[src/rtl/mdu_ctrl_pkg.sv]
// Shared definitions for the MDU controller: op codes, FSM states, divider iteration count
// and the two's-complement negate helper used by the divide sign fix.
package mdu_ctrl_pkg;

  typedef enum logic [2:0] {
    MDU_NONE  = 3'd0,
    MDU_MULT  = 3'd1,
    MDU_MULTU = 3'd2,
    MDU_DIV   = 3'd3,
    MDU_DIVU  = 3'd4,
    MDU_MTHI  = 3'd5,
    MDU_MTLO  = 3'd6
  } mdu_op_e;

  typedef enum logic [1:0] {
    ST_IDLE = 2'd0,
    ST_MUL  = 2'd1,
    ST_DIV  = 2'd2,
    ST_DONE = 2'd3
  } mdu_state_e;

  localparam int unsigned DIV_ITERS = 32;
  localparam logic [4:0]  DIV_LAST  = 5'(DIV_ITERS - 1);

  function automatic logic [31:0] neg_if(input logic n, input logic [31:0] v);
    return n ? (~v + 32'd1) : v;
  endfunction

endpackage

[src/rtl/mdu_ctrl_div_iter.sv]
// Restoring radix-2 divider datapath: one quotient bit per step on unsigned magnitudes.
// The step outputs expose the post-step values so the controller can capture the final bit.
module mdu_ctrl_div_iter
  import mdu_ctrl_pkg::*;
(
  input  logic        clk,
  input  logic        resetn,
  input  logic        start,
  input  logic        step,
  input  logic        abort,
  input  logic [31:0] dividend,
  input  logic [31:0] divisor,
  output logic [31:0] quot_step_o,
  output logic [31:0] rem_step_o
);

  logic [31:0] r_rem;
  logic [31:0] r_quo;
  logic [31:0] r_dvs;
  logic [32:0] w_trial;
  logic [32:0] w_diff;
  logic        w_ge;

  // A zero divisor always "fits", so DIVU by zero yields all-ones quotient and rem = dividend.
  assign w_trial     = {r_rem, r_quo[31]};
  assign w_diff      = w_trial - {1'b0, r_dvs};
  assign w_ge        = (w_trial >= {1'b0, r_dvs});
  assign rem_step_o  = w_ge ? w_diff[31:0] : w_trial[31:0];
  assign quot_step_o = {r_quo[30:0], w_ge};

  always_ff @(posedge clk) begin
    if (!resetn || abort) begin
      r_rem <= '0;
      r_quo <= '0;
      r_dvs <= '0;
    end else if (start) begin
      r_rem <= '0;
      r_quo <= dividend;
      r_dvs <= divisor;
    end else if (step) begin
      r_rem <= rem_step_o;
      r_quo <= quot_step_o;
    end
  end

endmodule

[src/rtl/mdu_ctrl.sv]
// MIPS multiply/divide controller: FSM, multiplier, divide sign fix, HI/LO and stall logic.
// Optional MDU_DIV_ZERO_FAST_EN short-circuits divide-by-zero straight to DONE.
module mdu_ctrl
  import mdu_ctrl_pkg::*;
(
  input  logic        clk,
  input  logic        resetn,
  input  logic        op_valid,
  input  logic [2:0]  op,
  input  logic [31:0] src_a,
  input  logic [31:0] src_b,
  input  logic        flush,
  output logic        stall_o,
  output logic        busy_o,
  output logic [31:0] hi_o,
  output logic [31:0] lo_o
);

  mdu_state_e  r_state;
  mdu_state_e  w_state_next;
  logic [31:0] r_hi, r_lo, r_res_hi, r_res_lo;
  logic [31:0] r_op_a, r_op_b;
  logic        r_mul_signed, r_sign_a, r_sign_b;
  logic [4:0]  r_cnt;

  logic        w_is_mul, w_is_div, w_is_mt, w_div_signed;
  logic        w_issue_mul, w_issue_div, w_div_zero_fast;
  logic        w_div_step, w_div_abort, w_commit, w_mt_write;
  logic        w_sa, w_sb;
  logic [31:0] w_abs_a, w_abs_b, w_quot_step, w_rem_step;
  logic [63:0] w_prod;

  assign w_is_mul     = (op == MDU_MULT) || (op == MDU_MULTU);
  assign w_is_div     = (op == MDU_DIV) || (op == MDU_DIVU);
  assign w_is_mt      = (op == MDU_MTHI) || (op == MDU_MTLO);
  assign w_div_signed = (op == MDU_DIV);
  assign w_sa         = w_div_signed & src_a[31];
  assign w_sb         = w_div_signed & src_b[31];
  assign w_abs_a      = neg_if(w_sa, src_a);
  assign w_abs_b      = neg_if(w_sb, src_b);

  // Sign-extending then truncating to 64 bits gives the signed product for MULT.
  assign w_prod = {{32{r_mul_signed & r_op_a[31]}}, r_op_a} *
                  {{32{r_mul_signed & r_op_b[31]}}, r_op_b};

  always_ff @(posedge clk) begin
    if (!resetn) r_state <= ST_IDLE;
    else         r_state <= w_state_next;
  end

  always_comb begin
    w_state_next    = r_state;
    stall_o         = 1'b0;
    w_issue_mul     = 1'b0;
    w_issue_div     = 1'b0;
    w_div_zero_fast = 1'b0;
    w_div_step      = 1'b0;
    w_div_abort     = 1'b0;
    w_commit        = 1'b0;
    w_mt_write      = 1'b0;
    case (r_state)
      ST_IDLE: begin
        if (op_valid && w_is_mul) begin
          stall_o      = 1'b1;
          w_issue_mul  = 1'b1;
          w_state_next = ST_MUL;
        end else if (op_valid && w_is_div) begin
          stall_o = 1'b1;
`ifdef MDU_DIV_ZERO_FAST_EN
          if (src_b == 32'd0) begin
            w_div_zero_fast = 1'b1;
            w_state_next    = ST_DONE;
          end else begin
            w_issue_div  = 1'b1;
            w_state_next = ST_DIV;
          end
`else
          w_issue_div  = 1'b1;
          w_state_next = ST_DIV;
`endif
        end else if (op_valid && w_is_mt) begin
          w_mt_write = 1'b1;
        end
      end
      ST_MUL: begin
        stall_o      = 1'b1;
        w_state_next = ST_DONE;
      end
      ST_DIV: begin
        stall_o    = 1'b1;
        w_div_step = 1'b1;
        if (r_cnt == DIV_LAST) w_state_next = ST_DONE;
      end
      default: begin
        w_commit     = 1'b1;
        w_state_next = ST_IDLE;
      end
    endcase
    // Flush wins over everything: cancel issue, iteration, commit and MTHI/MTLO.
    if (flush) begin
      stall_o         = 1'b0;
      w_state_next    = ST_IDLE;
      w_issue_mul     = 1'b0;
      w_issue_div     = 1'b0;
      w_div_zero_fast = 1'b0;
      w_div_step      = 1'b0;
      w_div_abort     = 1'b1;
      w_commit        = 1'b0;
      w_mt_write      = 1'b0;
    end
  end

  mdu_ctrl_div_iter u_div_iter (
    .clk         (clk),
    .resetn      (resetn),
    .start       (w_issue_div),
    .step        (w_div_step),
    .abort       (w_div_abort),
    .dividend    (w_abs_a),
    .divisor     (w_abs_b),
    .quot_step_o (w_quot_step),
    .rem_step_o  (w_rem_step)
  );

  always_ff @(posedge clk) begin
    if (!resetn) begin
      r_hi         <= '0;
      r_lo         <= '0;
      r_res_hi     <= '0;
      r_res_lo     <= '0;
      r_op_a       <= '0;
      r_op_b       <= '0;
      r_mul_signed <= 1'b0;
      r_sign_a     <= 1'b0;
      r_sign_b     <= 1'b0;
      r_cnt        <= '0;
    end else begin
      if (w_issue_mul) begin
        r_op_a       <= src_a;
        r_op_b       <= src_b;
        r_mul_signed <= (op == MDU_MULT);
      end
      if (w_issue_div) begin
        r_sign_a <= w_sa;
        r_sign_b <= w_sb;
        r_cnt    <= '0;
      end
      if (w_div_zero_fast) begin
        r_res_hi <= src_a;
        r_res_lo <= 32'hFFFF_FFFF;
      end
      if (r_state == ST_MUL) begin
        r_res_hi <= w_prod[63:32];
        r_res_lo <= w_prod[31:0];
      end
      if (w_div_step) begin
        r_cnt <= r_cnt + 5'd1;
        if (r_cnt == DIV_LAST) begin
          r_res_lo <= neg_if(r_sign_a ^ r_sign_b, w_quot_step);
          r_res_hi <= neg_if(r_sign_a, w_rem_step);
        end
      end
      if (w_commit) begin
        r_hi <= r_res_hi;
        r_lo <= r_res_lo;
      end
      if (w_mt_write) begin
        if (op == MDU_MTHI) r_hi <= src_a;
        else                r_lo <= src_a;
      end
    end
  end

  assign busy_o = (r_state != ST_IDLE);
  assign hi_o   = r_hi;
  assign lo_o   = r_lo;

endmodule

[config.mk]
export PLATFORM = sky130hd
export DESIGN_NAME = mdu_ctrl
export DESIGN_NICKNAME = d
export VERILOG_FILES = /design/src/rtl/mdu_ctrl_pkg.sv /design/src/rtl/mdu_ctrl_div_iter.sv /design/src/rtl/mdu_ctrl.sv
export SDC_FILE = /design/constraint.sdc
export NUM_CORES = 2
export LEC_CHECK = 0
export CAP_MARGIN = 30
export CORE_MARGIN = 10
export CORE_UTILIZATION = 45
export DETAILED_ROUTE_END_ITERATION = 10
export PLACE_DENSITY = 0.63
export SYNTH_ARGS = -nofsm -noshare
export SYNTH_HDL_FRONTEND = slang
export SYNTH_SLANG_ARGS = --single-unit
[constraint.sdc]
create_clock -name clk -period 11.1 [get_ports clk]
set_input_delay 1.665 -clock clk [delete_from_list [all_inputs] [get_ports clk]]
set_output_delay 1.665 -clock clk [all_outputs]
set_load 0.05 [all_outputs]
==> impl_metrics.yaml <==
run_status:
  status: "completed"
pwr:
  p_per_area_mw_per_mm2: 52.78
  irDropWorstVdd_mv: 0.1091
  leakagePower_nw: 27.64
routing:
  via_count: 43746
  routed_wl_um: 165600
  viasPerCell: 5.498
  drt-wirelength-per-cell_um: 20.81
  drtIter0Drc: 3433
  ant_nets: 0
  first_pass_iters: 6
  drc_errors: 0
die:
  num_rows: 128
  die_h_um: 371.0
  fp.dieW_um: 371.0
  io_pins: 137
  start_util: 0.4542
  core-area_sq_mm: 0.1220
  dieArea_sq_mm: 0.1376
final_layout:
  area_delta_synth_final_pct: 6.891
  final_nets: 7755
  fillers: 11772
  ff_latch_area_sq_mm: 0.005978
  final_area_sq_mm: 0.05925
  drive_above_1_share: 0.03351
  multi_input_area_sq_mm: 0.04344
synth:
  yosysWarnings: 0
  synth_edf_count: 0
  ys_types: 82
  synth_ff_type: "dfxtp_1"
  synth_cells: 6448
  ys_seq_area_frac: 0.1076
  synthArstFlopShare: 0
  syn_area_per_cell_sq_um: 8.596
  synth-seq-cells: 298
  syn_nets: 7900
  syn_area_sq_mm: 0.05543
sta:
  timing.final.max_slew_violations: 0
  post-route-period-util: 0.8532
  skew_ns: 0.03986
  tns_ns: 0
  fin_ws_ns: 1.630
  rsz0062_at_grt: "false"
  holdWs_ns: 0.4568
  hold_viol: 0
  fmax_mhz: 105.6
  min_period_ns: 9.470
  setup_viol: 0
  slew_headroom: 0.2342
  worst_pin_slew_ns: 1.120
worst_setup_path:
  required_ns: 11.57
  crit_fanout: 18
  startpoint_type: "flip-flop"
  criticalPathCategory: "reg2reg"
  worstPathArrival_ns: 9.94
  endpoint_kind: "flip-flop"
run:
  cap_violations: 0
clocking:
  h-tree-depth: 2
  insertion_delay_ns: 0.55
  cts_resized: 0
  root_buffer: "clkbuf_16"
  cts_inserted_buffers: 34
  clock_sinks: 298
  clk_pin_slew_ns: 0.06
  clk_path_buf_depth: 3
  postCtsHoldBufs: 0
  tritoncts: "built"
  postCtsSetupBuffers: 0
placed_design:
  dpl_cell_area_sq_mm: 0.05808
  portBuffers: 136
  post-dp-hpwl_um: 133400
  routabilityCongestion: 0.9436
  pre_cts_slack_ns: 1.709
global_route:
  grt_pass1_wl_um: 265000
  grt_max_degree: 112
  grt_usage: 0.2434
  first_global_vias: 45756
  antenna_found_initial: 7
  grt_overflow_total: 0
hold_path:
  min_path_type: "reg2reg"
[routing by layer]
metal	wire length, um	GRT usage	up-vias
met5	67	0	-
met4	5448	0.07238	10
met3	10080	0.02323	261
met2	81140	0.4156	1452
met1	68860	0.3261	22434
li1	-	-	19589
[sequential cells by signal, summed over array words and instances (netlist names)]
| signal | count |
|---|---|
| u_div_iter.r_dvs | 32 |
| r_mul_signed | 1 |
| lo_o | 32 |
| r_state | 2 |
| r_sign_b | 1 |
| r_op_b | 32 |
| r_cnt | 5 |
| r_res_hi | 32 |
| u_div_iter.r_rem | 32 |
| u_div_iter.r_quo | 32 |
| r_op_a | 32 |
| hi_o | 32 |
| r_sign_a | 1 |
| r_res_lo | 32 |
[critical path, stage by stage, from the launching register on]
cell       delay, ns
dfxtp_1         0.90
buf_4           0.37
nand2_1         0.11
fa_1            0.56
inv_1           0.05
fa_1            0.47
fa_1            0.52
inv_1           0.05
fa_1            0.41
fa_1            0.55
inv_1           0.06
fa_1            0.49
fa_1            0.50
inv_1           0.05
fa_1            0.52
inv_1           0.05
ha_1            0.43
a21oi_1         0.13
nand2_1         0.14
nand3_1         0.10
or3_1           0.41
a2111oi_0       0.91
o21ai_0         0.50
a21oi_1         0.33
nor3_1          0.13
o21ai_0         0.23
mux2i_1         0.21
o2111a_1        0.18
[worst paths after layout]
| path | from | end | slack (ns) | cells past startpoint |
|---|---|---|---|---|
| setup / recovery | r_op_b[6] | r_res_hi[26] | 1.63 | 27 |
| hold / removal | r_op_b[17] | r_op_b[17] | 0.46 | 2 |
| setup reg to reg | r_op_b[6] | r_res_hi[26] | 1.63 | 27 |
| hold reg to reg | r_op_b[17] | r_op_b[17] | 0.46 | 2 |
[cells by family (layout without fill, tap and decap cells)]
kind of cell,count (synthesis),in the layout,share of synthesized area
flip-flops,298,298,0.1076
buffers and inverters,1610,1489,0.1100
AO/OA/AOI/OAI,832,832,0.1003
other,0,5,0
AND/OR/NAND/NOR,2016,2016,0.1658
multiplexers,115,115,0.02083
adder cells (fa/ha/maj),1381,1381,0.4642
XOR/XNOR,196,196,0.03124
[through the flow]
step	utilization	cells	power, mW
6_report	0.4855	7957	3.127
5_1_grt	0.4854	7952	3.235
4_1_cts	0.4847	7948	3.114
3_5_place_dp	0.4759	7888	1.983
3_3_place_gp	0.4749	7882	1.976
2_1_floorplan	-	6448	1.679
[layout make-up]
| class | count | share of cell area |
|---|---|---|
| repair buffers | 233 | 0.03738 |
| inverters | 1196 | 0.07585 |
| well taps | 1625 | 0.03432 |
| multi-input cells | 4540 | 0.7332 |
| flip-flops and latches | 298 | 0.1009 |
| diodes | 5 | 0.0002112 |
| clock buffers | 53 | 0.01643 |
| clock inverters | 7 | 0.001753 |
[power breakdown]
part / total (mW) / switching [mW] / internal, mW / leakage [nW]
clock: 1.14 / 0.489 / 0.654 / 0.525
sequential: 1.12 / 0.0375 / 1.09 / 2.41
combinational: 0.859 / 0.581 / 0.278 / 24.7
[synth_stat cells, types with 14 or more instances]
library cell / instances / area, sq um
nor4_1: 17 / 106.4
or2_2: 18 / 112.6
dfxtp_1: 298 / 5966
inv_1: 1193 / 4478
nand2_1: 1023 / 3840
buf_2: 17 / 85.08
nor2_1: 328 / 1231
nor2b_1: 20 / 125.1
and2_1: 364 / 2277
mux2i_1: 112 / 1121
buf_1: 14 / 52.55
a31oi_1: 24 / 150.1
xnor2_1: 120 / 1051
nand2b_1: 20 / 125.1
o31ai_1: 17 / 127.6
o21ai_0: 103 / 515.5
or3_1: 24 / 150.1
a21o_1: 52 / 390.4
fa_1: 1126 / 22540
nor3_1: 52 / 260.3
xor2_1: 74 / 648.1
ha_1: 255 / 3191
nand4_1: 28 / 175.2
a211oi_1: 176 / 1321
nand3_1: 37 / 185.2
and3_1: 44 / 275.3
o211ai_1: 18 / 135.1
a311oi_1: 41 / 359.1
clkbuf_1: 379 / 1423
a21oi_1: 256 / 1281
o21bai_1: 17 / 127.6
[placed cells by master, fill, tap and decap left out, types with 28 or more instances in the layout]
| cell type | instances |
|---|---|
| clkbuf_16 | 35 |
| nand2_1 | 1021 |
| fa_1 | 1126 |
| a211oi_1 | 176 |
| and3_1 | 44 |
| dfxtp_1 | 288 |
| a21oi_1 | 256 |
| nor3_1 | 52 |
| xnor2_1 | 119 |
| and2_1 | 362 |
| mux2i_1 | 112 |
| o21ai_0 | 102 |
| xor2_1 | 74 |
| clkdlybuf4s50_1 | 136 |
| nand3_1 | 37 |
| ha_1 | 254 |
| a311oi_1 | 41 |
| nand4_1 | 28 |
| inv_1 | 1193 |
| nor2_1 | 328 |
| a21o_1 | 52 |
| buf_4 | 87 |
No activity file was read; power rests on OpenSTA's default activity.
